===== config.mk =====
export PLATFORM = sky130hd
export DESIGN_NAME = mem_port_arbiter_flat
export DESIGN_NICKNAME = d
export VERILOG_FILES = /design/src/rtl/mem_port_arbiter_if.sv /design/src/rtl/mem_port_arbiter.sv /design/src/flat_wrapper.sv
export SDC_FILE = /design/constraint.sdc
export NUM_CORES = 1
export LEC_CHECK = 0
export BUFFER_PORTS_ARGS = -buffer_cell sky130_fd_sc_hd__buf_4
export CAP_MARGIN = 20
export CORE_AREA = 2 2 107 109
export CTS_CLUSTER_SIZE = 25
export DETAILED_ROUTE_END_ITERATION = 8
export DIE_AREA = 0 0 109 111
export GPL_TIMING_DRIVEN = 1
export PLACE_DENSITY_LB_ADDON = 0.12
export SLEW_MARGIN = 10
export SYNTH_ARGS = -nofsm -noshare
export SYNTH_HDL_FRONTEND = slang
export SYNTH_SLANG_ARGS = --single-unit

===== constraint.sdc =====
create_clock -name clk -period 1.2 [get_ports clk]
set_input_delay 0.18 -clock clk [delete_from_list [all_inputs] [get_ports clk]]
set_output_delay 0.18 -clock clk [all_outputs]
set_load 0.01 [all_outputs]

===== src/rtl/mem_port_arbiter_if.sv =====
// Bus bundle for mem_port_arbiter: instruction-fetch port, data port and SRAM port.
// The master modport is the requester/SRAM side and the slave modport is the arbiter side.
interface mem_port_arbiter_if #(
    parameter int ADDR_W = 32,
    parameter int DATA_W = 32
) ();
    localparam int STRB_W = DATA_W / 8;

    // Instruction-fetch requester
    logic              inst_req;
    logic [ADDR_W-1:0] inst_addr;
    logic              inst_addr_ok;
    logic              inst_data_ok;
    logic [DATA_W-1:0] inst_rdata;
    logic              inst_cancel;

    // Data (load/store) requester
    logic              data_req;
    logic              data_wr;
    logic [ADDR_W-1:0] data_addr;
    logic [STRB_W-1:0] data_wstrb;
    logic [DATA_W-1:0] data_wdata;
    logic              data_addr_ok;
    logic              data_data_ok;
    logic [DATA_W-1:0] data_rdata;

    // Single-port synchronous SRAM
    logic              sram_en;
    logic [STRB_W-1:0] sram_we;
    logic [ADDR_W-1:0] sram_addr;
    logic [DATA_W-1:0] sram_wdata;
    logic [DATA_W-1:0] sram_rdata;

    modport master (
        output inst_req, inst_addr, inst_cancel,
        input  inst_addr_ok, inst_data_ok, inst_rdata,
        output data_req, data_wr, data_addr, data_wstrb, data_wdata,
        input  data_addr_ok, data_data_ok, data_rdata,
        input  sram_en, sram_we, sram_addr, sram_wdata,
        output sram_rdata
    );

    modport slave (
        input  inst_req, inst_addr, inst_cancel,
        output inst_addr_ok, inst_data_ok, inst_rdata,
        input  data_req, data_wr, data_addr, data_wstrb, data_wdata,
        output data_addr_ok, data_data_ok, data_rdata,
        output sram_en, sram_we, sram_addr, sram_wdata,
        input  sram_rdata
    );
endinterface


===== src/rtl/mem_port_arbiter.sv =====
// mem_port_arbiter: shares one single-port synchronous SRAM between the fetch and
// data requesters. At most one grant per cycle, fixed one-cycle read latency,
// fully pipelined. inst_cancel drops the fetch response returning this cycle and
// blocks a fetch grant this cycle.
// Optional feature: define ARB_RR_EN to alternate grants under contention
// (round-robin on last_grant); otherwise data always wins over fetch.
module mem_port_arbiter #(
    parameter int ADDR_W = 32,
    parameter int DATA_W = 32
) (
    input  logic             clk,
    input  logic             rst,
    mem_port_arbiter_if.slave bus
);
    localparam int STRB_W = DATA_W / 8;

    typedef enum logic {
        OWNER_INST = 1'b0,
        OWNER_DATA = 1'b1
    } owner_e;

    // Arbitration
    logic              elig_i;
    logic              elig_d;
    logic              grant_i;
    logic              grant_d;

    // SRAM drive (combinational, valid in the grant cycle)
    logic              sram_en_c;
    logic [STRB_W-1:0] sram_we_c;
    logic [ADDR_W-1:0] sram_addr_c;
    logic [DATA_W-1:0] sram_wdata_c;

    // Response tracking: which requester owns the SRAM read data next cycle
    logic              resp_v_d;
    logic              resp_v_q;
    owner_e            resp_owner_d;
    owner_e            resp_owner_q;

    // Response strobes
    logic              inst_data_ok_c;
    logic              data_data_ok_c;

`ifdef ARB_RR_EN
    owner_e            last_grant_d;
    owner_e            last_grant_q;
`endif

    // Decide who (if anyone) gets the SRAM this cycle; nothing is granted in reset.
    always_comb begin
        // NOTE: every signal written here gets a default first so no path leaves it
        // unassigned; otherwise synthesis infers a latch.
        grant_i = 1'b0;
        grant_d = 1'b0;
        elig_i  = bus.inst_req & ~bus.inst_cancel & ~rst;
        elig_d  = bus.data_req & ~rst;
`ifdef ARB_RR_EN
        if (elig_i && elig_d) begin
            // Contention: hand the port to whoever did not get it last time.
            grant_d = (last_grant_q == OWNER_INST);
            grant_i = (last_grant_q == OWNER_DATA);
        end else begin
            grant_d = elig_d;
            grant_i = elig_i;
        end
`else
        grant_d = elig_d;
        grant_i = elig_i & ~elig_d;
`endif
    end

    // Steer the granted requester onto the SRAM port; all-zero when idle.
    always_comb begin
        sram_en_c    = 1'b0;
        sram_we_c    = '0;
        sram_addr_c  = '0;
        sram_wdata_c = '0;
        if (grant_d) begin
            sram_en_c    = 1'b1;
            sram_we_c    = bus.data_wr ? bus.data_wstrb : '0;
            sram_addr_c  = bus.data_addr;
            sram_wdata_c = bus.data_wdata;
        end else if (grant_i) begin
            sram_en_c    = 1'b1;
            sram_addr_c  = bus.inst_addr;
        end
    end

    // Next-state for the response tracker (and last_grant when round-robin is built).
    always_comb begin
        resp_v_d     = grant_i | grant_d;
        resp_owner_d = grant_d ? OWNER_DATA : OWNER_INST;
`ifdef ARB_RR_EN
        last_grant_d = last_grant_q;
        if (grant_d) begin
            last_grant_d = OWNER_DATA;
        end else if (grant_i) begin
            last_grant_d = OWNER_INST;
        end
`endif
    end

    // Response tracker registers; reset drops any read still in flight.
    always_ff @(posedge clk) begin
        // NOTE: state uses non-blocking assignments so every flop samples the
        // pre-edge value of its _d, independent of statement order; reset is
        // synchronous, so it is only seen at the clock edge.
        if (rst) begin
            resp_v_q     <= 1'b0;
            resp_owner_q <= OWNER_INST;
        end else begin
            resp_v_q     <= resp_v_d;
            resp_owner_q <= resp_owner_d;
        end
    end

`ifdef ARB_RR_EN
    // Remember the most recent winner; INST after reset so data wins first contention.
    always_ff @(posedge clk) begin
        if (rst) begin
            last_grant_q <= OWNER_INST;
        end else begin
            last_grant_q <= last_grant_d;
        end
    end
`endif

    // Response strobes one cycle after the grant; a fetch response is dropped on cancel.
    always_comb begin
        inst_data_ok_c = resp_v_q & (resp_owner_q == OWNER_INST) & ~bus.inst_cancel & ~rst;
        data_data_ok_c = resp_v_q & (resp_owner_q == OWNER_DATA) & ~rst;
    end

    assign bus.inst_addr_ok = grant_i;
    assign bus.data_addr_ok = grant_d;
    assign bus.inst_data_ok = inst_data_ok_c;
    assign bus.data_data_ok = data_data_ok_c;

    // Read data is shared; each copy is qualified by its own data_ok.
    assign bus.inst_rdata   = bus.sram_rdata;
    assign bus.data_rdata   = bus.sram_rdata;

    assign bus.sram_en      = sram_en_c;
    assign bus.sram_we      = sram_we_c;
    assign bus.sram_addr    = sram_addr_c;
    assign bus.sram_wdata   = sram_wdata_c;

    // Structural sanity: one grant at most, and a cancelled fetch is never granted.
    a_single_grant : assert property (@(posedge clk) !(grant_i && grant_d));
    a_cancel_block : assert property (@(posedge clk) bus.inst_cancel |-> !grant_i);

endmodule


===== src/flat_wrapper.sv =====
// flat-port wrapper written by rule: the top's interface ports become plain ports
module mem_port_arbiter_flat 
#(
    parameter int ADDR_W = 32,
    parameter int DATA_W = 32
)
  (clk, rst, bus_inst_req, bus_inst_addr, bus_inst_cancel, bus_inst_addr_ok, bus_inst_data_ok, bus_inst_rdata, bus_data_req, bus_data_wr, bus_data_addr, bus_data_wstrb, bus_data_wdata, bus_data_addr_ok, bus_data_data_ok, bus_data_rdata, bus_sram_en, bus_sram_we, bus_sram_addr, bus_sram_wdata, bus_sram_rdata);
  mem_port_arbiter_if #(.ADDR_W(ADDR_W), .DATA_W(DATA_W)) bus_i ();
  input  logic clk;
  input  logic rst;
  input wire logic [$bits(bus_i.inst_req)-1:0] bus_inst_req;
  input wire logic [$bits(bus_i.inst_addr)-1:0] bus_inst_addr;
  input wire logic [$bits(bus_i.inst_cancel)-1:0] bus_inst_cancel;
  output wire logic [$bits(bus_i.inst_addr_ok)-1:0] bus_inst_addr_ok;
  output wire logic [$bits(bus_i.inst_data_ok)-1:0] bus_inst_data_ok;
  output wire logic [$bits(bus_i.inst_rdata)-1:0] bus_inst_rdata;
  input wire logic [$bits(bus_i.data_req)-1:0] bus_data_req;
  input wire logic [$bits(bus_i.data_wr)-1:0] bus_data_wr;
  input wire logic [$bits(bus_i.data_addr)-1:0] bus_data_addr;
  input wire logic [$bits(bus_i.data_wstrb)-1:0] bus_data_wstrb;
  input wire logic [$bits(bus_i.data_wdata)-1:0] bus_data_wdata;
  output wire logic [$bits(bus_i.data_addr_ok)-1:0] bus_data_addr_ok;
  output wire logic [$bits(bus_i.data_data_ok)-1:0] bus_data_data_ok;
  output wire logic [$bits(bus_i.data_rdata)-1:0] bus_data_rdata;
  output wire logic [$bits(bus_i.sram_en)-1:0] bus_sram_en;
  output wire logic [$bits(bus_i.sram_we)-1:0] bus_sram_we;
  output wire logic [$bits(bus_i.sram_addr)-1:0] bus_sram_addr;
  output wire logic [$bits(bus_i.sram_wdata)-1:0] bus_sram_wdata;
  input wire logic [$bits(bus_i.sram_rdata)-1:0] bus_sram_rdata;
  assign bus_i.inst_req = bus_inst_req;
  assign bus_i.inst_addr = bus_inst_addr;
  assign bus_i.inst_cancel = bus_inst_cancel;
  assign bus_inst_addr_ok = bus_i.inst_addr_ok;
  assign bus_inst_data_ok = bus_i.inst_data_ok;
  assign bus_inst_rdata = bus_i.inst_rdata;
  assign bus_i.data_req = bus_data_req;
  assign bus_i.data_wr = bus_data_wr;
  assign bus_i.data_addr = bus_data_addr;
  assign bus_i.data_wstrb = bus_data_wstrb;
  assign bus_i.data_wdata = bus_data_wdata;
  assign bus_data_addr_ok = bus_i.data_addr_ok;
  assign bus_data_data_ok = bus_i.data_data_ok;
  assign bus_data_rdata = bus_i.data_rdata;
  assign bus_sram_en = bus_i.sram_en;
  assign bus_sram_we = bus_i.sram_we;
  assign bus_sram_addr = bus_i.sram_addr;
  assign bus_sram_wdata = bus_i.sram_wdata;
  assign bus_i.sram_rdata = bus_sram_rdata;
  mem_port_arbiter #(.ADDR_W(ADDR_W), .DATA_W(DATA_W)) u_core (.clk(clk), .rst(rst), .bus(bus_i));
endmodule

==> results.toml <==
[outcome]
status = "finished with violations"
violations = "setup timing"

[routing]
dr.first_iter.drc_count = 63
wl_met3_um = 833
final_antenna_net_count = 0
viasPerCell = 4.10
wire_per_inst_um = 16.3
m1WireLength_mm = 2.65
via_count = 1968
drc = 0
top_layer_used = "met4"
routed_wl_mm = 7.83
wl_met2_mm = 4.17
detail_route.first_pass.iterations = 4

[global_routing]
antenna_found_initial = 0
grt_use_total_pct = 10.9
grt_pass1_vias = 1972
grt_first_pass_wirelength_mm = 10.4
grt_max_degree = 41
grt-ovfl-total = 0

[floorplanning]
ios = 275
die_w_um = 109
die_area_um2 = 12100
rows = 39
die_y_um = 111
core_um2 = 11100
initial_core_util_pct = 14.2

[sta]
tightest_slew_ns = 0.368
rsz0062_at_grt = "true"
setup-violations-final = 2
hold_viol = 0
setup_slack_ns = -0.00205
finalSetupTns_ns = -0.00352
period_needed_ns = 1.20
fmax_mhz = 832
slew_viol_final = 0
fin_crit_sh_pct = 100
maxSlewHeadroom_pct = 75.5

[power_and_ir_drop]
total_power_w = 0.00149
internal-power_w = 0.00106
switching_share_pct = 29.0
clockPowerShare_pct = 34.4
p_seq_share_pct = 4.9
leakage_nw = 1.43
ir_worst_vdd_uv = 336
p_switching_w = 0.000432
power_density_nw_per_um2 = 495
p_comb_share_pct = 60.7

[finish]
final_core_util_pct = 27.1
antennaDiodeCount = 0
drive_gt1_share_pct = 66.2
final_cell_area_um2 = 3010
num-fill-cells = 1233
seqCellArea_um2 = 40.0
layoutNonFillerInstCount = 480
multiInputGateArea_um2 = 1050
area_growth_pct = 90.6
layout.nets = 477

[yosys]
synthMuxAreaShare_pct = 0
yosys.area_share.simple_pct = 47.3
synth_compound_area_share_pct = 10.8
yosys-top-cells-area = "buf_4 31%, nand4bb_1 23%, and2_1 13%"
ys_types = 16
synth_top_area_share_pct = 31.4
synth_top_cell_by_area = "buf_4"
ys_ff_latch = 2
synth_warnings = 0
seq_area_frac_synth_pct = 2.54
yosys.area_share.adder_pct = 0
syn-cell-area_um2 = 1580
syn_inst = 228
syn-num-nets = 366
synth_top_family_by_area = "simple AND/OR/NAND/NOR gates"
syn_avg_cell_area_um2 = 6.92
synth_xor_area_share_pct = 0

[place]
dpl_cell_area_um2 = 2590
place.gp.congestion = 0.753
hpwl_mm = 5.61
io_buffers = 178
dp.cells = 471

[cts]
clockBufferDepth = 2
cts_buffers = 3
h-tree-depth = 1
clk_pin_slew_ns = 0.03
cts_tree = "done"
holdBufCountCts = 0
clock_sinks = 2
root_buffer = "clkbuf_16"

[critical_path]
crit_slowest_cell = "clkbuf_16"
arrival_ns = 1.02
crit_required_ns = 1.02
cp_max_fo = 9
cp.depth = 6
critPathLaunchType = "input port"
cp_num_buf_inv = 4
cp_cell_sequence = "buf_12 > nor2b_4 > buf_12 > clkbuf_16 > and2_1 > buf_4"
worstSetupPathType = "in -> out"
cp_top_family = "buffers and inverters"
end_kind = "primary output"
cpPeakStageDelay_ns = 0.16
cp_common_cell = "buf_12"

[job]
cap_viol_max_count = 0

[min_path]
hp-class = "in -> reg"
worstHoldPathCells = 3
cells in the final DEF, fill, tap and decap left out:
cell       synthesis  final
buf_4             66    163
nand2_1           32     32
a21oi_1           34     31
nand4bb_1         32     29
and2_4             0     17
buf_6              6     17
and2_1            32     15
clkbuf_16          0      7
buf_12             0      7
and3_4             0      4
nand4bb_4          0      3
a21oi_2            0      3
dfxtp_1            2      2
nor2b_4            0      1
nand2b_1           1      1
nor3_1             1      1
inv_1              1      1
nor4b_2            0      1
and3b_1            1      1
nor2b_1            2      1
layer usage:
metal | track usage (%) | vias up
met5 | 0 | -
met4 | 3.76 | 0
met3 | 3.70 | 24
met2 | 19.9 | 131
met1 | 11.4 | 887
li1 | - | 926
stage by stage:
stage                     setup WS (ns)  hold slack (ns)
final                          -0.00205            0.317
after global routing            -0.0258            0.339
after floorplan                   0.199            0.431
after detailed placement        -0.0424            0.360
after global placement          -0.0490            0.360
after CTS                       -0.0114            0.314
area by class of cell:
type	count	share of cell area, %
sequential	2	1.33
timing repair buffer	191	55.1
multi-input combinational	140	35.0
clock buffer	3	2.50
inverter	1	0.125
tap	143	5.95
kinds of logic (layout without fill, tap and decap cells):
| group | count (synthesis) | after routing |
|---|---|---|
| AO/OA/AOI/OAI | 34 | 34 |
| buffers and inverters | 86 | 195 |
| flip-flops | 2 | 2 |
| AND/OR/NAND/NOR | 106 | 106 |
cells in the mapped netlist:
cell type  instances
nor4b_1            1
nor2b_1            2
nand2_1           32
buf_2              4
a21oi_1           34
nand4bb_1         32
inv_1              1
and3_1             4
buf_6              6
clkbuf_1           9
dfxtp_1            2
buf_4             66
nor3_1             1
nand2b_1           1
and3b_1            1
and2_1            32
flip-flops by register name, indices dropped and copies added (netlist names):
| name | count |
|---|---|
| u_core.resp_owner_q | 1 |
| u_core.resp_v_q | 1 |
final timing paths:
check	start	end
max	bus_data_req	bus_sram_wdata[23]
min	rst	u_core.resp_owner_q$_SDFF_PP0_
power groups by stage:
stage	clock network [W]	logic (W)	registers, W
CTS	0.000518	0.000795	0.0000730
detailed placement	0	0.000786	0.0000735
finish	0.000512	0.000904	0.0000732
global route	0.000529	0.000977	0.0000739
global placement	0	0.000793	0.0000732
floorplan	0	0.000514	0.0000730
worst min-delay path: cells and delay by family:
family        cells  cell delay (ns)
simple gates      1             0.05
buf+inv           2             0.25
what timing repair did:
action,in CTS,in global routing
buffers inserted,0,1
cloned,0,5
pin swaps,0,3
setup endpoints to repair,9,27
resized for setup,3,45
Power figures use the tool's default switching activity.
